## config.mk

```make
export PLATFORM = sky130hd
export DESIGN_NAME = plic_gateway_flat
export DESIGN_NICKNAME = d
export VERILOG_FILES = /design/src/rtl/plic_pkg.sv /design/src/rtl/plic_gateway_if.sv /design/src/rtl/plic_gw_src.sv /design/src/rtl/plic_gateway.sv /design/src/flat_wrapper.sv
export SDC_FILE = /design/constraint.sdc
export NUM_CORES = 1
export LEC_CHECK = 0
export CAP_MARGIN = 10
export CORE_MARGIN = 4
export CORE_UTILIZATION = 25
export CTS_CLUSTER_SIZE = 12
export DETAILED_ROUTE_END_ITERATION = 8
export PLACE_DENSITY = 0.44
export SYNTH_ARGS = -nofsm -noshare
export SYNTH_HDL_FRONTEND = slang
export SYNTH_SLANG_ARGS = --single-unit
export TNS_END_PERCENT = 50
```

## constraint.sdc

```tcl
create_clock -name i_clk -period 3.8 [get_ports i_clk]
set_input_delay 0.38 -clock i_clk [delete_from_list [all_inputs] [get_ports i_clk]]
set_output_delay 0.38 -clock i_clk [all_outputs]
set_load 0.005 [all_outputs]
```

## src/rtl/plic_pkg.sv

```systemverilog
// Shared constants and state encoding for the PLIC interrupt gateway.
package plic_pkg;
  localparam int N_SRC       = 8;
  localparam int ID_W        = 3;
  localparam int SYNC_STAGES = 2;
  localparam int CNT_W       = 4;

  typedef enum logic [1:0] {
    IDLE    = 2'd0,
    PENDING = 2'd1,
    CLAIMED = 2'd2
  } gw_state_e;
endpackage

```

## src/rtl/plic_gateway_if.sv

```systemverilog
// Interrupt lines, claim/complete handshake and status outputs between core side and gateway.
interface plic_gateway_if;
  import plic_pkg::*;

  logic [N_SRC-1:0] i_irq_src;
  logic [N_SRC-1:0] i_trig_mode;
  logic             i_claim_vld;
  logic [ID_W-1:0]  i_claim_id;
  logic             i_cmpl_vld;
  logic [ID_W-1:0]  i_cmpl_id;
  logic [N_SRC-1:0] o_interrupt;
  logic [N_SRC-1:0] o_in_service;
  logic             o_claim_err;
  logic             o_cmpl_err;

  modport master (
    output i_irq_src, i_trig_mode, i_claim_vld, i_claim_id, i_cmpl_vld, i_cmpl_id,
    input  o_interrupt, o_in_service, o_claim_err, o_cmpl_err
  );

  modport slave (
    input  i_irq_src, i_trig_mode, i_claim_vld, i_claim_id, i_cmpl_vld, i_cmpl_id,
    output o_interrupt, o_in_service, o_claim_err, o_cmpl_err
  );
endinterface

```

## src/rtl/plic_gw_src.sv

```systemverilog
// One gateway source: synchroniser, rising-edge detect, edge counter and request FSM.
// state   | meaning
// IDLE    | no request held; evaluates level line or edge count each cycle
// PENDING | request presented to the arbiter, waiting for a claim
// CLAIMED | core is servicing this source; blocked until complete
module plic_gw_src
  import plic_pkg::*;
#(
  parameter int SYNC_STAGES = 2,
  parameter int CNT_W       = 4
) (
  input  logic i_clk,
  input  logic i_rst_n,
  input  logic irq,
  input  logic trig_mode,
  input  logic claim_hit,
  input  logic cmpl_hit,
  output logic pend,
  output logic in_svc,
  output logic claim_ok,
  output logic cmpl_ok
);
  logic [SYNC_STAGES-1:0] sync_q;
  logic                   prev_q;
  logic [CNT_W-1:0]       cnt_q;
  gw_state_e              state_q, state_d;
  logic                   sync_out;
  logic                   edge_det;

  assign sync_out = sync_q[SYNC_STAGES-1];
  assign edge_det = sync_out & ~prev_q;
  assign claim_ok = claim_hit && (state_q == PENDING);
  assign cmpl_ok  = cmpl_hit && (state_q == CLAIMED);
  assign pend     = (state_q == PENDING);
  assign in_svc   = (state_q == CLAIMED);

  always_ff @(posedge i_clk or negedge i_rst_n) begin
    if (!i_rst_n) begin
      sync_q <= '0;
      prev_q <= 1'b0;
    end else begin
      sync_q <= {sync_q[SYNC_STAGES-2:0], irq};
      prev_q <= sync_out;
    end
  end

  // Edge and accepted claim together cancel; level mode pins the count at zero.
  always_ff @(posedge i_clk or negedge i_rst_n) begin
    if (!i_rst_n) begin
      cnt_q <= '0;
    end else if (!trig_mode) begin
      cnt_q <= '0;
    end else if (edge_det && !claim_ok) begin
      if (cnt_q != '1) cnt_q <= cnt_q + 1'b1;
    end else if (claim_ok && !edge_det) begin
      if (cnt_q != '0) cnt_q <= cnt_q - 1'b1;
    end
  end

  always_ff @(posedge i_clk or negedge i_rst_n) begin
    if (!i_rst_n) state_q <= IDLE;
    else          state_q <= state_d;
  end

  always_comb begin
    state_d = state_q;
    case (state_q)
      IDLE:    if (trig_mode ? (cnt_q != '0) : sync_out) state_d = PENDING;
      PENDING: if (claim_ok) state_d = CLAIMED;
      CLAIMED: if (cmpl_ok)  state_d = IDLE;
      default: state_d = IDLE;
    endcase
  end
endmodule

```

## src/rtl/plic_gateway.sv

```systemverilog
// Gateway top: per-source instances, claim/complete id decode, registered error pulses.
module plic_gateway
  import plic_pkg::*;
(
  input  logic           i_clk,
  input  logic           i_rst_n,
  plic_gateway_if.slave  bus
);
  logic [N_SRC-1:0] claim_hit, cmpl_hit;
  logic [N_SRC-1:0] claim_ok, cmpl_ok;
  logic [N_SRC-1:0] pend, in_svc;
  logic             claim_err_q, cmpl_err_q;

  // Out-of-range ids hit nothing and therefore fall through to the error path.
  always_comb begin
    claim_hit = '0;
    cmpl_hit  = '0;
    if (bus.i_claim_vld && (32'(bus.i_claim_id) < N_SRC)) claim_hit[bus.i_claim_id] = 1'b1;
    if (bus.i_cmpl_vld && (32'(bus.i_cmpl_id) < N_SRC))   cmpl_hit[bus.i_cmpl_id]   = 1'b1;
  end

  for (genvar k = 0; k < N_SRC; k++) begin : g_src
    plic_gw_src #(
      .SYNC_STAGES(SYNC_STAGES),
      .CNT_W      (CNT_W)
    ) u_src (
      .i_clk    (i_clk),
      .i_rst_n  (i_rst_n),
      .irq      (bus.i_irq_src[k]),
      .trig_mode(bus.i_trig_mode[k]),
      .claim_hit(claim_hit[k]),
      .cmpl_hit (cmpl_hit[k]),
      .pend     (pend[k]),
      .in_svc   (in_svc[k]),
      .claim_ok (claim_ok[k]),
      .cmpl_ok  (cmpl_ok[k])
    );
  end

  always_ff @(posedge i_clk or negedge i_rst_n) begin
    if (!i_rst_n) begin
      claim_err_q <= 1'b0;
      cmpl_err_q  <= 1'b0;
    end else begin
      claim_err_q <= bus.i_claim_vld && !(|claim_ok);
      cmpl_err_q  <= bus.i_cmpl_vld && !(|cmpl_ok);
    end
  end

  assign bus.o_interrupt  = pend;
  assign bus.o_in_service = in_svc;
  assign bus.o_claim_err  = claim_err_q;
  assign bus.o_cmpl_err   = cmpl_err_q;
endmodule

```

## src/flat_wrapper.sv

```systemverilog
// flat-port wrapper written by rule: the top's interface ports become plain ports
module plic_gateway_flat import plic_pkg::*;
  (i_clk, i_rst_n, bus_i_irq_src, bus_i_trig_mode, bus_i_claim_vld, bus_i_claim_id, bus_i_cmpl_vld, bus_i_cmpl_id, bus_o_interrupt, bus_o_in_service, bus_o_claim_err, bus_o_cmpl_err);
  plic_gateway_if bus_i ();
  input  logic i_clk;
  input  logic i_rst_n;
  input wire logic [$bits(bus_i.i_irq_src)-1:0] bus_i_irq_src;
  input wire logic [$bits(bus_i.i_trig_mode)-1:0] bus_i_trig_mode;
  input wire logic [$bits(bus_i.i_claim_vld)-1:0] bus_i_claim_vld;
  input wire logic [$bits(bus_i.i_claim_id)-1:0] bus_i_claim_id;
  input wire logic [$bits(bus_i.i_cmpl_vld)-1:0] bus_i_cmpl_vld;
  input wire logic [$bits(bus_i.i_cmpl_id)-1:0] bus_i_cmpl_id;
  output wire logic [$bits(bus_i.o_interrupt)-1:0] bus_o_interrupt;
  output wire logic [$bits(bus_i.o_in_service)-1:0] bus_o_in_service;
  output wire logic [$bits(bus_i.o_claim_err)-1:0] bus_o_claim_err;
  output wire logic [$bits(bus_i.o_cmpl_err)-1:0] bus_o_cmpl_err;
  assign bus_i.i_irq_src = bus_i_irq_src;
  assign bus_i.i_trig_mode = bus_i_trig_mode;
  assign bus_i.i_claim_vld = bus_i_claim_vld;
  assign bus_i.i_claim_id = bus_i_claim_id;
  assign bus_i.i_cmpl_vld = bus_i_cmpl_vld;
  assign bus_i.i_cmpl_id = bus_i_cmpl_id;
  assign bus_o_interrupt = bus_i.o_interrupt;
  assign bus_o_in_service = bus_i.o_in_service;
  assign bus_o_claim_err = bus_i.o_claim_err;
  assign bus_o_cmpl_err = bus_i.o_cmpl_err;
  plic_gateway u_core (.i_clk(i_clk), .i_rst_n(i_rst_n), .bus(bus_i));
endmodule
```

# == After elaboration in Yosys (flattened, before gate mapping) ==
# Cells that the tools add are included.
# W data, S select, Z words.
# totals
reg_bits,74
input_bits,26
out_inout_bits,18
wordCells,316
# op_classes
n_addsub,16
magnitude_cmp,4
n_eq_ne,72
mux,86
bitwise,16
reduce_logical,88
# op_table
cell,n
$mux W4,40
$mux W2,24
$ne A3 B1 Y1 const B,16
$pmux W2 S3,8
$reduce_and A3 Y1,16
$logic_and A1 B1 Y1,36
$add A4 B1 Y4 const B,8
$ne A2 B1 Y1 const B,16
$ne A4 B4 Y1 const B,8
$reduce_bool A4 Y1,8
$sub A4 B1 Y4 const B,8
$ne A3 B2 Y1 const B,8
$logic_not A1 Y1,18
$eq A2 B1 Y1 const B,8
$eq A2 B2 Y1 const B,8
$logic_not A2 Y1,8
$mux W8,2
$ne A2 B2 Y1 const B,8
$reduce_or A8 Y1,2
$mux W1,10
$and A1 B1 Y1,8
$lt A3 B4 Y1 const B,2
$not A1 Y1,8
$demux W1 S3,2
$ge A3 B1 Y1 const B,2

# == Logic depth before layout (Yosys ltp) ==
# depth
ltp_word,10
depth_mapped,10
mapped_depth_nobuf,10

# == Cells and area by module ==
# From an unflattened synthesis, not the netlist that was laid out.
# unflattened
hier_cells,484
area_unflattened_um2,4469.3
# by_module_without_submodules
module,n_inst,cells_per_inst,area_per_inst_um2,seq_area_each_um2
plic_gw_src at u_core.g_src[0].u_src ...,6,56,530.5,225.2
plic_gw_src at u_core.g_src[2].u_src ...,2,56,536.8,225.2
plic_gateway,1,36,212.7,50.0

# == Least setup slack after synthesis ==
# OpenSTA, ideal clock, no wires.
# synth_path
kind,input-to-reg
from,in bus_i_claim_id[1]
to,reg u_core.g_src[5].u_src.cnt_q[3]
setup_time_ns,0.124
arrival_time_ns,2.214
t_required_ns,3.676
slack_ns,1.462
cell_stages,9
path_buffers,1
path_cell_list,buf_4 -> nand4b_1 -> o21ai_1 -> ha_1 -> o21ai_0 -> nand2b_1 -> mux2_2 -> and3_1 -> a211o_1
# synth_via
elab_chain_cells,10
word_cells_on_any_way,16
cone_classes,order compare: 2; eq/ne: 3; mux: 5; reduce/logical: 6
# synth_rtl
element,line_no,rtl
start: declaration,flat_wrapper.sv:10,input wire logic [$bits(bus_i.i_claim_id)-1:0] bus_i_claim_id;
$lt A3 B4 Y1 (not written as such) or $ge A3 B1 Y1 (tied branches),plic_gateway.sv:18,if (bus.i_claim_vld && (32'(bus.i_claim_id) < N_SRC)) claim_hit[bus.i_claim_id] = 1'b1;
$logic_and A1 B1 Y1 (not written as such),plic_gateway.sv:18,
$mux W1 (not written as such),plic_gateway.sv:18,
$demux W1 S3 (*),-,
$mux W8 (*),plic_gateway.sv:18,
$logic_and A1 B1 Y1 (*),plic_gw_src.sv:32,assign claim_ok = claim_hit && (state_q == PENDING);
$logic_not A1 Y1,plic_gw_src.sv:53,end else if (edge_det && !claim_ok) begin
$logic_and A1 B1 Y1,plic_gw_src.sv:53,
$ne A3 B2 Y1 (no source line) (tied with other cells),-,
$reduce_and A3 Y1 (no source line) or $mux W4 (tied branches),-,
end signal: assignment,plic_gw_src.sv:54,if (cnt_q != '1) cnt_q <= cnt_q + 1'b1;
end signal: assignment,plic_gw_src.sv:56,if (cnt_q != '0) cnt_q <= cnt_q - 1'b1;
end: declaration,plic_gw_src.sv:25,logic [CNT_W-1:0] cnt_q;
# Every way passes the cells marked *; elsewhere a longest branch is shown, timed or not.
# A chain may end at the register's enable or synchronous reset.

# == Worst setup path after layout ==
# layout_path
from,in bus_i_claim_id[2]
to,reg u_core.g_src[3].u_src.cnt_q[3]
# layout_via
elab_chain_cells,10
word_cells_on_any_way,16
cone_classes,order compare: 2; eq/ne: 3; mux: 5; reduce/logical: 6
# layout_rtl
element,line_no
$lt A3 B4 Y1 (not written as such) or $ge A3 B1 Y1 (tied branches),plic_gateway.sv:18
$logic_and A1 B1 Y1 (not written as such),plic_gateway.sv:18
$mux W1 (not written as such),plic_gateway.sv:18
$demux W1 S3 (*),-
$mux W8 (*),plic_gateway.sv:18
$logic_and A1 B1 Y1 (*),plic_gw_src.sv:32
$logic_not A1 Y1,plic_gw_src.sv:53
$logic_and A1 B1 Y1,plic_gw_src.sv:53
$ne A3 B2 Y1 (no source line) (tied with other cells),-
$reduce_and A3 Y1 (no source line) or $mux W4 (tied branches),-
end signal: assignment,plic_gw_src.sv:54
end signal: assignment,plic_gw_src.sv:56
end: declaration,plic_gw_src.sv:25
# Marks and branches as above.

==> metrics.txt <==
clk_skew 3.40 ps; final hold violations 0; core area 0.0166 mm^2; full die area 0.0191 mm^2; vias in the first global route 3230; relative slew slack 34.6%; Multi-input gate area 0.00213 mm^2; Root Buffer clkbuf_16; Total Routed Length 9470 um; Mapped Nets 474; antenna-violating nets left 0; synth unique cells 57; Critical Path RT 4070 ps; critical-path cell list clkdlybuf4s50_1 > nand4b_1 > o21ai_1 > ha_1 > o21ai_0 > nand2b_1 > mux2_2 > or4b_1 > nand3_1; mean area per synthesized cell 9.81 um^2; worst path arrival time 3120 ps; Tcrit/Tclk final 74.9%; mux cell area share after synthesis 4.37%; outcome finished, final reports clean; antenna violations before repair 0; crit start category primary input; CTS clock-pin slew for the worst setup and hold paths 50 ps; # port buffers 43; max-slew violations 0; post-route setup TNS 0 ps; final setup fails 0; CTS tree built; wire per inst 13.9 um; Die Y 138 um; max cap viols 0; largest net degree at the start of global routing 75; synthesized area 0.00424 mm^2; Via Count 3180; largest family of logic cells by synthesized area simple AND/OR/NAND/NOR gates; Initial Util 25.5%; Peak Freq 0.351 GHz; Clock Sink Count 74; CP max stage cell clkdlybuf4s50_1; Layout area overhead 18.2%; Nets 501; power per cell area 534 mW/mm^2; min Tclk post-route 2850 ps; post-synth top area share 43.7%; VDD IR max 0.217 mV; worst setup path class in -> reg; Synth area leaders dfrtp_1 44%, ha_1 4.7%, nand2_1 3.3%, o21ai_0 3.2%, nor2_1 3.1%; CTS HTree Levels 3; Synth Area in Compound Gates 16.6%; Num CTS Buffers 9; starting DRC count in detailed routing 106; CP max FO 10; XOR/XNOR share of the synthesized area 3.51%; CTS hold repair buffers 0; register area share after synthesis 43.7%; fillers 1777; Synthesis Warnings 0; CP startpoint bus_i_claim_id[2]; Yosys top cell by area dfrtp_1; Setup crit end kind register; most frequent cells in the layout 74 x dfrtp_1, 42 x clkdlybuf4s50_1, 37 x nand2_1, 35 x nor2_1, 27 x o21ai_0; post-route DRC violation count 0; Max clock buf depth 2; # resized after CTS 0; Worst Tran Pin Value 980 ps; GP Congestion 0.776; share of cells above drive strength 1 7.39%; TritonRoute pass-1 iters 4; post-place setup slack 651 ps; Post-DP HPWL 7000 um; GRT Total Usage 10.5%; via/cell ratio 4.68; ant diodes 0; gr ovfl total 0; ys async rst share 100%; first-pass GRT wire length 16400 um; Clock Latency Late Sink 340 ps; Reg area 0.00185 mm^2; Pwr Total 2.67 mW; crit-path max cell delay 600 ps; RSZ-0062 raised after global routing false; Final WS setup 952 ps; Synth Area in Adders 4.73%; cell count after synthesis 432; Synth Flop Type dfrtp_1; Post-synth EDFFs 0; commonest non-fill, non-tap cell in the layout dfrtp_1; Rows 47; hold crit path type in -> async; LEAKAGE 2.09 nW; Die X 138 um; reg-to-reg startpoint u_core.g_src[5].u_src.state_q[1]$_DFFE_PN0P_; Yosys reg bits 74; # IOs 44; setup bufs post-CTS 0; post-synthesis simple-gate area fraction 21.0%
==> final timing paths <==
path                       slack [ps]  depth (start not counted)                                          to
max in group asynchronous        2970                          1   u_core.g_src[4].u_src.sync_q[0]$_DFF_PN0_
min                               210                          1  u_core.g_src[3].u_src.cnt_q[2]$_DFFE_PN0P_
min reg2reg                       350                          0   u_core.g_src[2].u_src.sync_q[1]$_DFF_PN0_
max reg2reg                      1470                          8  u_core.g_src[5].u_src.cnt_q[3]$_DFFE_PN0P_
min in group i_clk                350                          0   u_core.g_src[2].u_src.sync_q[1]$_DFF_PN0_
max                               950                          9  u_core.g_src[3].u_src.cnt_q[3]$_DFFE_PN0P_
==> critical path: cells and delay by family <==
kind	cells	cell delay, ps
AO/OA/AOI/OAI	2	480
adder cells (fa/ha/maj)	1	330
buffers and inverters	1	600
multiplexers	1	270
AND/OR/NAND/NOR	4	1050
==> state kept, by name, summed over array words and instances, names as in the netlist <==
signal	flops
u_core.g_src.u_src.cnt_q	32
u_core.g_src.u_src.state_q	16
u_core.g_src.u_src.sync_q	16
u_core.g_src.u_src.prev_q	8
u_core.bus.o_claim_err	1
u_core.bus.o_cmpl_err	1
==> power by group <==
| part | internal [mW] | switching, mW |
|---|---|---|
| Clock | 0.444 | 0.307 |
| Sequential | 0.940 | 0.191 |
| Combinational | 0.401 | 0.391 |
| Total | 1.79 | 0.888 |
==> layout make-up <==
| type | instances | area share [%] |
|---|---|---|
| clock buffer | 11 | 4.85 |
| clock inverter | 1 | 0.100 |
| inverter | 20 | 1.50 |
| multi-input combinational | 311 | 42.5 |
| sequential | 74 | 37.0 |
| tap | 220 | 5.50 |
| timing repair buffer | 43 | 8.55 |
==> cells in the mapped netlist, drive strengths merged (5+ instances only) <==
cell	number
dfrtp	74
ha	16
o21ai	33
nor2b	18
nand4	5
nand2b	19
xor2	13
o31ai	9
mux2	12
and4	6
a31oi	10
nor4	10
nor2	35
clkbuf	7
inv	20
a211oi	6
mux2i	5
buf	20
nand2	37
o41ai	6
a21oi	17
==> metal layers <==
layer / vias up / part of all wire [%] / global-route usage (%)
met3: 7 / 4.5 / 3.56
li1: 1595 / - / -
met5: - / 0 / 0
met2: 50 / 43 / 15.4
met1: 1528 / 51 / 14.6
met4: 0 / 1.2 / 3.22
==> kinds of logic (layout without fill, tap and decap cells) <==
family	after synthesis	count (layout)
flip-flops	74	74
adder cells (fa/ha/maj)	16	16
multiplexers	17	17
buffers and inverters	47	75
AND/OR/NAND/NOR	160	160
XOR/XNOR	17	17
AO/OA/AOI/OAI	101	101
==> stage by stage <==
| step | instances | util [%] | hold slack (ps) | area, um^2 |
|---|---|---|---|---|
| floorplan | 432 | - | 84.4 | 4240 |
| global placement | 668 | 28.7 | 336 | 4760 |
| detailed placement | 668 | 28.7 | 339 | 4760 |
| CTS | 680 | 30.2 | 257 | 5010 |
| global route | 680 | 30.2 | 306 | 5010 |
| finish | 680 | 30.2 | 210 | 5010 |
(Power assumes the default switching activity.)
